File: src/rtl/cmd_draw_line.sv
// Bresenham line rasteriser: one pixel per clock into VRAM port B.
// Optional macro DRAW_LINE_CLIP_EN suppresses writes for rows y >= FB_H.
module cmd_draw_line #(
  parameter int FB_W      = 256,
  parameter int FB_H      = 192,
  parameter int ADDR_W    = 18,
  parameter int BUF_BYTES = 49152
) (
  input  logic              CLK,
  input  logic              rst_n,
  input  logic              line_req,
  input  logic [7:0]        x0,
  input  logic [7:0]        y0,
  input  logic [7:0]        x1,
  input  logic [7:0]        y1,
  input  logic [7:0]        color,
  input  logic              side,
  output logic [ADDR_W-1:0] vram_addr_b,
  output logic [7:0]        vram_data_b,
  output logic              vram_we_b,
  output logic              BUSY,
  output logic              done
);

  typedef enum logic [1:0] {
    S_IDLE,
    S_SETUP,
    S_PLOT,
    S_DONE
  } state_t;

  state_t              state_q;
  logic [7:0]          x_q, y_q, xe_q, ye_q, col_q;
  logic [ADDR_W-1:0]   base_q, addr_q;
  logic [7:0]          data_q;
  logic                we_q, busy_q, done_q;
  logic signed [9:0]   dx_q, dy_q, err_q;
  logic                sx_q, sy_q;

  logic [9:0]          adx, ady;
  logic signed [10:0]  e2;
  logic                stepx, stepy, last;
  logic [7:0]          x_d, y_d;
  logic signed [9:0]   err_d;
  logic                vis0, vis1;

  function automatic logic [ADDR_W-1:0] pix(
    input logic [ADDR_W-1:0] base,
    input logic [7:0]        px,
    input logic [7:0]        py
  );
    return base + ADDR_W'(py) * ADDR_W'(FB_W) + ADDR_W'(px);
  endfunction

  always_comb begin
    adx = (xe_q >= x_q) ? {2'b0, xe_q - x_q} : {2'b0, x_q - xe_q};
    ady = (ye_q >= y_q) ? {2'b0, ye_q - y_q} : {2'b0, y_q - ye_q};
    // e2 needs one extra bit: |err| can exceed 255 mid-line
    e2    = {err_q, 1'b0};
    stepx = e2 >= $signed({dy_q[9], dy_q});
    stepy = e2 <= $signed({dx_q[9], dx_q});
    err_d = err_q;
    if (stepx) err_d = err_d + dy_q;
    if (stepy) err_d = err_d + dx_q;
    x_d = x_q;
    y_d = y_q;
    if (stepx) x_d = sx_q ? x_q - 8'd1 : x_q + 8'd1;
    if (stepy) y_d = sy_q ? y_q - 8'd1 : y_q + 8'd1;
    last = (x_q == xe_q) && (y_q == ye_q);
  end

`ifdef DRAW_LINE_CLIP_EN
  assign vis0 = 32'(y_q) < FB_H;
  assign vis1 = 32'(y_d) < FB_H;
`else
  assign vis0 = 1'b1;
  assign vis1 = 1'b1;
`endif

  always_ff @(posedge CLK or negedge rst_n) begin
    if (!rst_n) begin
      state_q <= S_IDLE;
      x_q     <= '0;
      y_q     <= '0;
      xe_q    <= '0;
      ye_q    <= '0;
      col_q   <= '0;
      base_q  <= '0;
      addr_q  <= '0;
      data_q  <= '0;
      we_q    <= 1'b0;
      busy_q  <= 1'b0;
      done_q  <= 1'b0;
      dx_q    <= '0;
      dy_q    <= '0;
      err_q   <= '0;
      sx_q    <= 1'b0;
      sy_q    <= 1'b0;
    end else begin
      unique case (state_q)
        S_IDLE: begin
          we_q   <= 1'b0;
          done_q <= 1'b0;
          if (line_req) begin
            x_q     <= x0;
            y_q     <= y0;
            xe_q    <= x1;
            ye_q    <= y1;
            col_q   <= color;
            base_q  <= side ? '0 : ADDR_W'(BUF_BYTES);
            busy_q  <= 1'b1;
            state_q <= S_SETUP;
          end
        end
        S_SETUP: begin
          dx_q  <= $signed(adx);
          dy_q  <= $signed(10'd0 - ady);
          err_q <= $signed(adx - ady);
          sx_q  <= xe_q < x_q;
          sy_q  <= ye_q < y_q;
          we_q  <= vis0;
          if (vis0) begin
            addr_q <= pix(base_q, x_q, y_q);
            data_q <= col_q;
          end
          state_q <= S_PLOT;
        end
        S_PLOT: begin
          if (last) begin
            we_q    <= 1'b0;
            done_q  <= 1'b1;
            busy_q  <= 1'b0;
            state_q <= S_DONE;
          end else begin
            x_q   <= x_d;
            y_q   <= y_d;
            err_q <= err_d;
            we_q  <= vis1;
            if (vis1) begin
              addr_q <= pix(base_q, x_d, y_d);
              data_q <= col_q;
            end
          end
        end
        S_DONE: begin
          done_q  <= 1'b0;
          state_q <= S_IDLE;
        end
        default: state_q <= S_IDLE;
      endcase
    end
  end

  assign vram_addr_b = addr_q;
  assign vram_data_b = data_q;
  assign vram_we_b   = we_q;
  assign BUSY        = busy_q;
  assign done        = done_q;

endmodule

File: config.mk
export PLATFORM = sky130hd
export DESIGN_NAME = cmd_draw_line
export DESIGN_NICKNAME = d
export VERILOG_FILES = /design/src/rtl/cmd_draw_line.sv
export SDC_FILE = /design/constraint.sdc
export NUM_CORES = 1
export LEC_CHECK = 0
export ABC_AREA = 1
export CORE_ASPECT_RATIO = 0.6
export CORE_MARGIN = 2
export CORE_UTILIZATION = 61
export CTS_BUF_LIST = sky130_fd_sc_hd__clkbuf_4
export CTS_CLUSTER_DIAMETER = 30
export DETAILED_ROUTE_END_ITERATION = 8
export GPL_ROUTABILITY_DRIVEN = 0
export PLACE_DENSITY = 0.88
export SLEW_MARGIN = 40
export SYNTH_ARGS = -nofsm -noshare
export SYNTH_HDL_FRONTEND = slang
export SYNTH_SLANG_ARGS = --single-unit
File: constraint.sdc
create_clock -name CLK -period 3.8 [get_ports CLK]
set_clock_uncertainty 0.15 [all_clocks]
set_input_delay 0.95 -clock CLK [delete_from_list [all_inputs] [get_ports CLK]]
set_output_delay 0.95 -clock CLK [all_outputs]
set_load 0.05 [all_outputs]
==> impl_metrics.tcl, run 1 <==
set metrics [dict create \
    outcome "completed" \
    wirelength_mm 24.91 \
    yosysWarningCount 0 \
    critPathTopFamily "compound AO/OA/AOI/OAI gates" \
    postCtsHoldBufs 0 \
    overflow 0 \
    relSlewSlack_pct 62.23 \
    fp.dieW_um 154.7 \
    crit_arrival_ns 4.00 \
    tns_ns 0 \
    nets 1358 \
    port_buffers 71 \
    grt_max_degree 59 \
    synth.avg_cell_area_um2 7.419 \
    mappedNetlistArea_um2 8317 \
    drc 0 \
    period_share_pct 98.46 \
    rows 32 \
    min_period_ns 3.742 \
    antenna_found_initial 0 \
    fillers 982 \
    root_buffer "clkbuf_4" \
    finalHoldViolations 0 \
    max_clock_freq_ghz 0.2673 \
    drtPass1Iterations 8 \
    synth.net_count 1269 \
    clk_path_buf_depth 2 \
    worst_setup_path_end_kind "register" \
    grt_pass1_vias 7514 \
    cp_common_cell "nand2_1" \
    cp_num_buf_inv 2 \
    grtUsageTotal_pct 34.20 \
    seq_area_frac_synth_pct 30.09 \
    clkSinkCount 100 \
    slowest_stage "dfrtp_1" \
    cpPeakStageDelay_ns 0.48 \
    num_vias 8308 \
    dp_hpwl_mm 18.87 \
    start_util_pct 63.52 \
    fp.dieArea_um2 14610 \
    critical_path.cell_chain "inv_1, ha_2, nand2_1, o21ai_1, nand2_1, nand3_4, buf_4, mux2i_1, ha_1, nand2_1, nand2_1, a21oi_2, nor2_1, o21ai_1, a21oi_2, a21oi_1" \
    hold_ws_ns 0.2374 \
    drv_cap 0 \
    path_class "reg -> reg" \
    vias_per_cell 5.999 \
    antennaDiodeCount 0 \
    ys_seq_elements 100 \
    final_max_slew_viol_count 0 \
    drive_gt1_share_pct 10.62 \
    drt_iter0_markers 886 \
    path_clk_slew_ns 0.20 \
    htree_levels 3 \
    ios 73 \
    max_slew.worst_pin.slew_ns 0.5665 \
    setup_viol 0 \
    die_height_um 94.45 \
    reg2reg_setup_slack_ns 0.06 \
    wl_per_cell_um 17.99 \
    cts_tree "built" \
    clk_latency_ns 0.50 \
    core_um2 13090 \
    syn_inst 1121 \
    syn_to_final_growth_pct 16.22 \
    ant_nets 0 \
    worstHoldPathType "in -> async" \
    crit_fanout 9 \
    cp-start-kind "register" \
    yosysUniqueCellTypes 42 \
    cp.required_ns 4.05 \
    cts_buffers 9 \
    grt_pass1_wl_mm 38.82 \
]
-- path summary, 6_finish.rpt --
path | end | cells after the start | from
min in group CLK | vram_data_b[3] | 2 | col_q[3]
max in group asynchronous | dy_q[1] | 2 | rst_n
setup reg to reg | err_q[9] | 16 | x_q[2]
setup / recovery | err_q[9] | 16 | x_q[2]
hold reg to reg | vram_data_b[3] | 2 | col_q[3]
hold / removal | vram_addr_b[6] | 1 | rst_n
-- layout by cell type, fill, tap and decap left out, types with 5 or more instances in the layout --
cell / synthesis / routed
clkdlybuf4s50_1: 0 / 70
xnor2_1: 10 / 10
nand4_1: 14 / 14
ha_1: 93 / 86
o221ai_1: 5 / 5
o21ai_1: 3 / 5
nand2_2: 5 / 6
dfrtp_1: 100 / 90
nor2_1: 76 / 76
o21ai_0: 61 / 57
or2_2: 5 / 5
fa_1: 11 / 7
nor3_1: 6 / 5
nand3_1: 49 / 48
dfrtp_2: 0 / 10
a21oi_2: 1 / 5
nand2_1: 268 / 266
buf_4: 3 / 39
a21oi_1: 132 / 128
inv_1: 145 / 142
a22oi_1: 14 / 14
clkbuf_4: 0 / 9
mux2_2: 10 / 10
o211ai_1: 8 / 8
xor2_1: 35 / 35
a31oi_1: 7 / 7
-- area by class of cell --
cell class	instances	area, um^2	share of cell area, %
clock buffers	9	67.56	0.6990
inverters	149	570.5	5.903
well taps	170	212.7	2.201
clock inverters	7	91.34	0.9450
repair buffers	110	1005	10.39
multi-input cells	840	5204	53.84
flip-flops and latches	100	2515	26.02
-- flip-flops by register name (all words and copies together), names as in the netlist --
name	count
xe_q	8
done	1
ye_q	8
vram_addr_b	17
x_q	8
vram_we_b	1
dx_q	8
BUSY	1
sy_q	1
base_q	1
sx_q	1
err_q	10
col_q	8
state_q	2
dy_q	9
vram_data_b	8
y_q	8
-- what timing repair did --
item	4_1_cts	5_1_grt
pin swaps	1	7
gates resized for setup	11	34
endpoints found under the setup margin	4	7
buffers inserted	1	12
-- stage by stage --
| stage | cell area [um^2] | instances | utilization (%) | worst slack [ns] |
|---|---|---|---|---|
| final | 9666 | 1385 | 73.82 | 0.05842 |
| after global routing | 9666 | 1385 | 73.82 | -0.1027 |
| after floorplan | 8317 | 1121 | - | 0.5251 |
| after CTS | 9454 | 1373 | 72.21 | 0.02163 |
| after detailed placement | 9263 | 1356 | 70.75 | -0.1428 |
| after global placement | 9263 | 1356 | 70.75 | 0.02174 |
-- cells by family (layout without fill, tap and decap cells) --
| kind of cell | count (synthesis) | in the layout | synth area share, % |
|---|---|---|---|
| simple gates | 438 | 438 | 22.27 |
| buf+inv | 181 | 275 | 8.801 |
| flops | 100 | 100 | 30.09 |
| fa+ha+maj | 104 | 104 | 16.64 |
| other cells | 1 | 1 | 0.04509 |
| compound gates | 241 | 241 | 15.95 |
| xor+xnor | 45 | 45 | 4.739 |
| mux | 11 | 11 | 1.474 |
-- cells in the mapped netlist, drive strengths merged --
library cell  instances  area [um^2]
o21ai                65        336.6
or2                   5        31.28
a21oi               133        669.4
a22oi                14        105.1
nor2                 79        304.0
fa                   11        220.2
nand4                15        100.1
o221ai                5        43.79
a21o                  4        30.03
nand3b                1        7.510
nor3                  8        50.05
buf                  15        106.3
xor2                 35        306.5
a31oi                 7        43.79
nand3                52        275.3
mux2                 10        112.6
o21a                  4        30.03
inv                 149        561.8
conb                  1        3.750
mux2i                 1        10.01
dfrtp               100         2502
clkbuf               17        63.81
and2                  2        12.51
nand2               276         1071
o211ai                8        60.06
xnor2                10        87.58
o21bai                1        7.510
ha                   93         1164
-- layer usage --
metal	vias up	share of wire [%]	global-route usage, %
li1	3863	-	-
met1	3881	44	50.45
met2	491	41	49.11
met4	0	2.5	10.19
met5	-	0	0
met3	73	12	9.179
Power of run 1 is not shown: default switching activity piles up to over one toggle a cycle in this logic, so the estimate is an artifact.
==> run 2, diff against run 1 <==
- RECOVER_POWER: unset -> 25
==> impl_metrics.tcl, run 2 (synthesized netlist as in run 1, its figures left out) <==
set metrics [dict create \
    outcome "complete, but fails checks" \
    failed_checks "capacitance limit, slew limit" \
    cp-start-kind "register" \
    path_class "reg -> reg" \
    ant_nets 0 \
    clkSinkCount 100 \
    syn_to_final_growth_pct 16.20 \
    final_max_slew_viol_count 59 \
    crit_fanout 9 \
    ios 73 \
    cts_buffers 9 \
    wl_met1_mm 10.95 \
    layout_common_cells "nand2_1 (266), inv_1 (142), a21oi_1 (128)" \
    cp_num_buf_inv 2 \
    period_share_pct 99.16 \
    max_clock_freq_ghz 0.2654 \
    port_buffers 71 \
    start_util_pct 63.52 \
    clk_path_buf_depth 2 \
    die_height_um 94.45 \
    critical_path.cell_chain "inv_1, ha_2, nand2_1, o21ai_1, nand2_1, nand3_4, buf_4, mux2i_1, ha_1, nand2_1, nand2_1, a21oi_2, nor2_1, o21ai_1, a21oi_2, a21oi_1" \
    crit_arrival_ns 4.02 \
    grt_pass1_wl_mm 38.82 \
    grt_max_degree 59 \
    rows 32 \
    worstHoldPathType "reg -> reg" \
    critPathTopFamily "compound AO/OA/AOI/OAI gates" \
    overflow 0 \
    root_buffer "clkbuf_4" \
    largest_reg_flops 17 \
    max_slew.worst_pin.slew_ns 2.666 \
    drt_iter0_markers 886 \
    wirelength_mm 24.93 \
    wl_met2_mm 10.35 \
    antennaDiodeCount 0 \
    cts_tree "built" \
    highest_layer "met4" \
    path_clk_slew_ns 0.19 \
    mostFrequentLayoutCell "nand2_1" \
    nets 1358 \
    cpPeakStageDelay_ns 0.48 \
    finalHoldViolations 0 \
    num_vias 8321 \
    core_um2 13090 \
    seqCellArea_um2 2515 \
    drive_gt1_share_pct 10.53 \
    cp.required_ns 4.05 \
    cp_common_cell "nand2_1" \
    finish.utilization_pct 73.82 \
    grt_pass1_vias 7514 \
    fp.dieArea_um2 14610 \
    htree_levels 3 \
    grtUsageTotal_pct 34.20 \
    slowest_stage "dfrtp_1" \
    multiInputGateArea_um2 5204 \
    antenna_found_initial 0 \
    fillers 983 \
    relSlewSlack_pct -77.76 \
    drv_cap 1 \
    worst_setup_path_end_kind "register" \
    drc 0 \
    postCtsHoldBufs 0 \
    wl_met3_mm 3.022 \
    clk_latency_ns 0.49 \
    fp.dieW_um 154.7 \
    vias_per_cell 6.008 \
    wl_per_cell_um 18.00 \
    drtPass1Iterations 8 \
    setup_viol 0 \
    dp_hpwl_mm 18.87 \
    min_period_ns 3.768 \
]
-- run 2: layer usage --
layer,track usage (%),vias to the layer above
li1,-,3862
met1,50.45,3884
met2,49.11,505
met3,9.179,70
met4,10.19,0
met5,0,-
-- run 2: what timing repair did --
item / 4_1_cts / 5_1_grt
setup buffers: 1 / 12
pin swaps: 1 / 7
hold endpoints to repair: 0 / 0
endpoints found under the setup margin: 4 / 7
gates resized for setup: 11 / 34
-- run 2: worst paths after layout --
check                               from              to  slack (ns)  cells after the start
worst min-delay path            col_q[3]  vram_data_b[3]        0.34                      2
worst max register to register    x_q[2]        err_q[9]        0.03                     16
min in group asynchronous          rst_n  vram_addr_b[6]        1.23                      1
max in group asynchronous          rst_n          y_q[5]        0.56                      1
worst max-delay path              x_q[2]        err_q[9]        0.03                     16
worst min register to register  col_q[3]  vram_data_b[3]        0.34                      2
-- run 2: stage by stage --
step / cell area (um^2) / worst slack, ns / std cells / hold slack, ns / setup TNS [ns]
3_3_place_gp: 9263 / 0.02174 / 1356 / 0.2924 / 0
6_report: 9664 / 0.03188 / 1385 / 0.3438 / 0
5_1_grt: 9664 / -0.1027 / 1385 / 0.3771 / -0.3180
3_5_place_dp: 9263 / -0.1428 / 1356 / 0.3040 / -0.3755
2_1_floorplan: 8317 / 0.5251 / 1121 / 0.2864 / 0
4_1_cts: 9454 / 0.02163 / 1373 / 0.3464 / 0
-- run 2: worst register-to-register path, stage by stage, from the launching register on --
cell	delay, ns
dfrtp_1	0.48
inv_1	0.09
ha_2	0.43
nand2_1	0.14
o21ai_1	0.27
nand2_1	0.17
nand3_4	0.13
buf_4	0.15
mux2i_1	0.39
ha_1	0.37
nand2_1	0.12
nand2_1	0.09
a21oi_2	0.18
nor2_1	0.07
o21ai_1	0.17
a21oi_2	0.10
a21oi_1	0.18
-- run 2: area by class of cell --
cell class	count	area share [%]
inverters	149	5.904
clock inverters	7	0.9451
well taps	170	2.201
flip-flops and latches	100	26.02
multi-input cells	840	53.85
repair buffers	110	10.38
clock buffers	9	0.6991
Power of run 2 is left out for the same reason.
==> run 3, diff against run 2 <==
- GPL_ROUTABILITY_DRIVEN: 0 -> unset
==> impl_metrics.tcl, run 3 (synthesized netlist as in run 1, its figures left out) <==
set metrics [dict create \
    core_um2 13090 \
    worst_setup_path_end_kind "register" \
    die_height_um 94.45 \
    path_clk_slew_ns 0.20 \
    final_max_slew_viol_count 0 \
    finish.utilization_pct 74.03 \
    fillers 1013 \
    wirelength_mm 25.06 \
    tns_ns 0 \
    cp-start-kind "register" \
    root_buffer "clkbuf_4" \
    seqCellArea_um2 2510 \
    fp.dieW_um 154.7 \
    setup_viol 0 \
    outcome "completed" \
    clk_latency_ns 0.48 \
    postCtsHoldBufs 0 \
    fp.dieArea_um2 14610 \
    crit_arrival_ns 3.89 \
    grt_pass1_vias 7462 \
    drtPass1Iterations 5 \
    worstHoldPathType "reg -> reg" \
    nets 1354 \
    vias_per_cell 5.832 \
    ant_nets 0 \
    multiInputGateArea_um2 5266 \
    ios 73 \
    layout_common_cells "nand2_1 (264), inv_1 (142), a21oi_1 (129)" \
    max_clock_freq_ghz 0.2754 \
    start_util_pct 63.52 \
    drive_gt1_share_pct 10.32 \
    antenna_found_initial 2 \
    drc 0 \
    clkSinkCount 100 \
    place.gp.congestion 1.009 \
    port_buffers 71 \
    largest_reg_flops 17 \
    r2r_start "x_q[6]" \
    path_class "reg -> reg" \
    place_inst 1354 \
    grt_max_degree 54 \
    clk_path_buf_depth 2 \
    min_period_ns 3.631 \
    finalHoldViolations 0 \
    relSlewSlack_pct 5.441 \
    mostFrequentLayoutCell "nand2_1" \
    critPathLaunch "x_q[6]" \
    drt_iter0_markers 902 \
    overflow 0 \
    rows 32 \
    drv_cap 0 \
    num_vias 8060 \
    max_slew.worst_pin.slew_ns 1.418 \
    cp.required_ns 4.06 \
    grt_pass1_wl_mm 38.78 \
    fin_cells 1382 \
    hold_ws_ns 0.3420 \
    period_share_pct 95.54 \
    grtUsageTotal_pct 34.21 \
    cts_buffers 9 \
    min_from "col_q[4]" \
    cts_tree "built" \
    dp_hpwl_mm 18.81 \
    wl_per_cell_um 18.13 \
    crit_fanout 8 \
    htree_levels 3 \
    syn_to_final_growth_pct 16.55 \
]
run 3: final cells by class:
| type | instances | share of cell area [%] |
|---|---|---|
| diodes | 1 | 0.02582 |
| clock buffers | 9 | 0.6970 |
| clock inverters | 7 | 0.9423 |
| inverters | 149 | 5.860 |
| multi-input cells | 841 | 54.33 |
| flip-flops and latches | 100 | 25.89 |
| well taps | 170 | 2.194 |
| repair buffers | 105 | 10.06 |
run 3: metal layers:
metal	vias up	global-route usage [%]	part of all wire, %	wire, um
met3	49	11.11	13	3348
met4	2	7.407	1.7	437
met1	3695	51.37	44	11130
li1	3857	-	-	-
met5	-	0	0.040	10
met2	457	47.73	40	10130
run 3: final timing paths:
| path | to | slack [ns] | depth (start not counted) |
|---|---|---|---|
| worst max-delay path | err_q[9] | 0.17 | 19 |
| worst min-delay path | vram_data_b[4] | 0.34 | 2 |
| worst max register to register | err_q[9] | 0.17 | 19 |
| worst min register to register | vram_data_b[4] | 0.34 | 2 |
| max in group asynchronous | y_q[5] | 0.96 | 2 |
| min in group asynchronous | dx_q[4] | 0.61 | 1 |
run 3: through the flow:
step	area (um^2)	worst slack, ns
floorplan	8317	0.5251
global placement	9273	0.01522
detailed placement	9273	-0.08219
CTS	9467	0.001636
global route	9691	-0.1061
finish	9693	0.1694
run 3: what timing repair did:
| item | CTS | global route |
|---|---|---|
| setup endpoints to repair | 3 | 7 |
| buffers inserted | 3 | 7 |
| gates resized for setup | 6 | 41 |
| gates cloned | 0 | 1 |
| pin swaps | 0 | 5 |
run 3: worst max-delay path, cell delays in order, from the launching register on:
cell and delay [ns]:
dfrtp_1 0.49, inv_1 0.09, ha_1 0.36, inv_2 0.09, nor3_2 0.31, nand4_4 0.18
nand3_4 0.17, nand2_1 0.08, o21ai_2 0.09, xor2_2 0.26, ha_4 0.26, nand3_1 0.08
nand3_1 0.10, nand2_1 0.10, nand2_1 0.09, a21oi_2 0.18, nor2_1 0.06, o21ai_1 0.13
a21oi_1 0.12, a21oi_2 0.16
Power of run 3 is left out for the same reason.
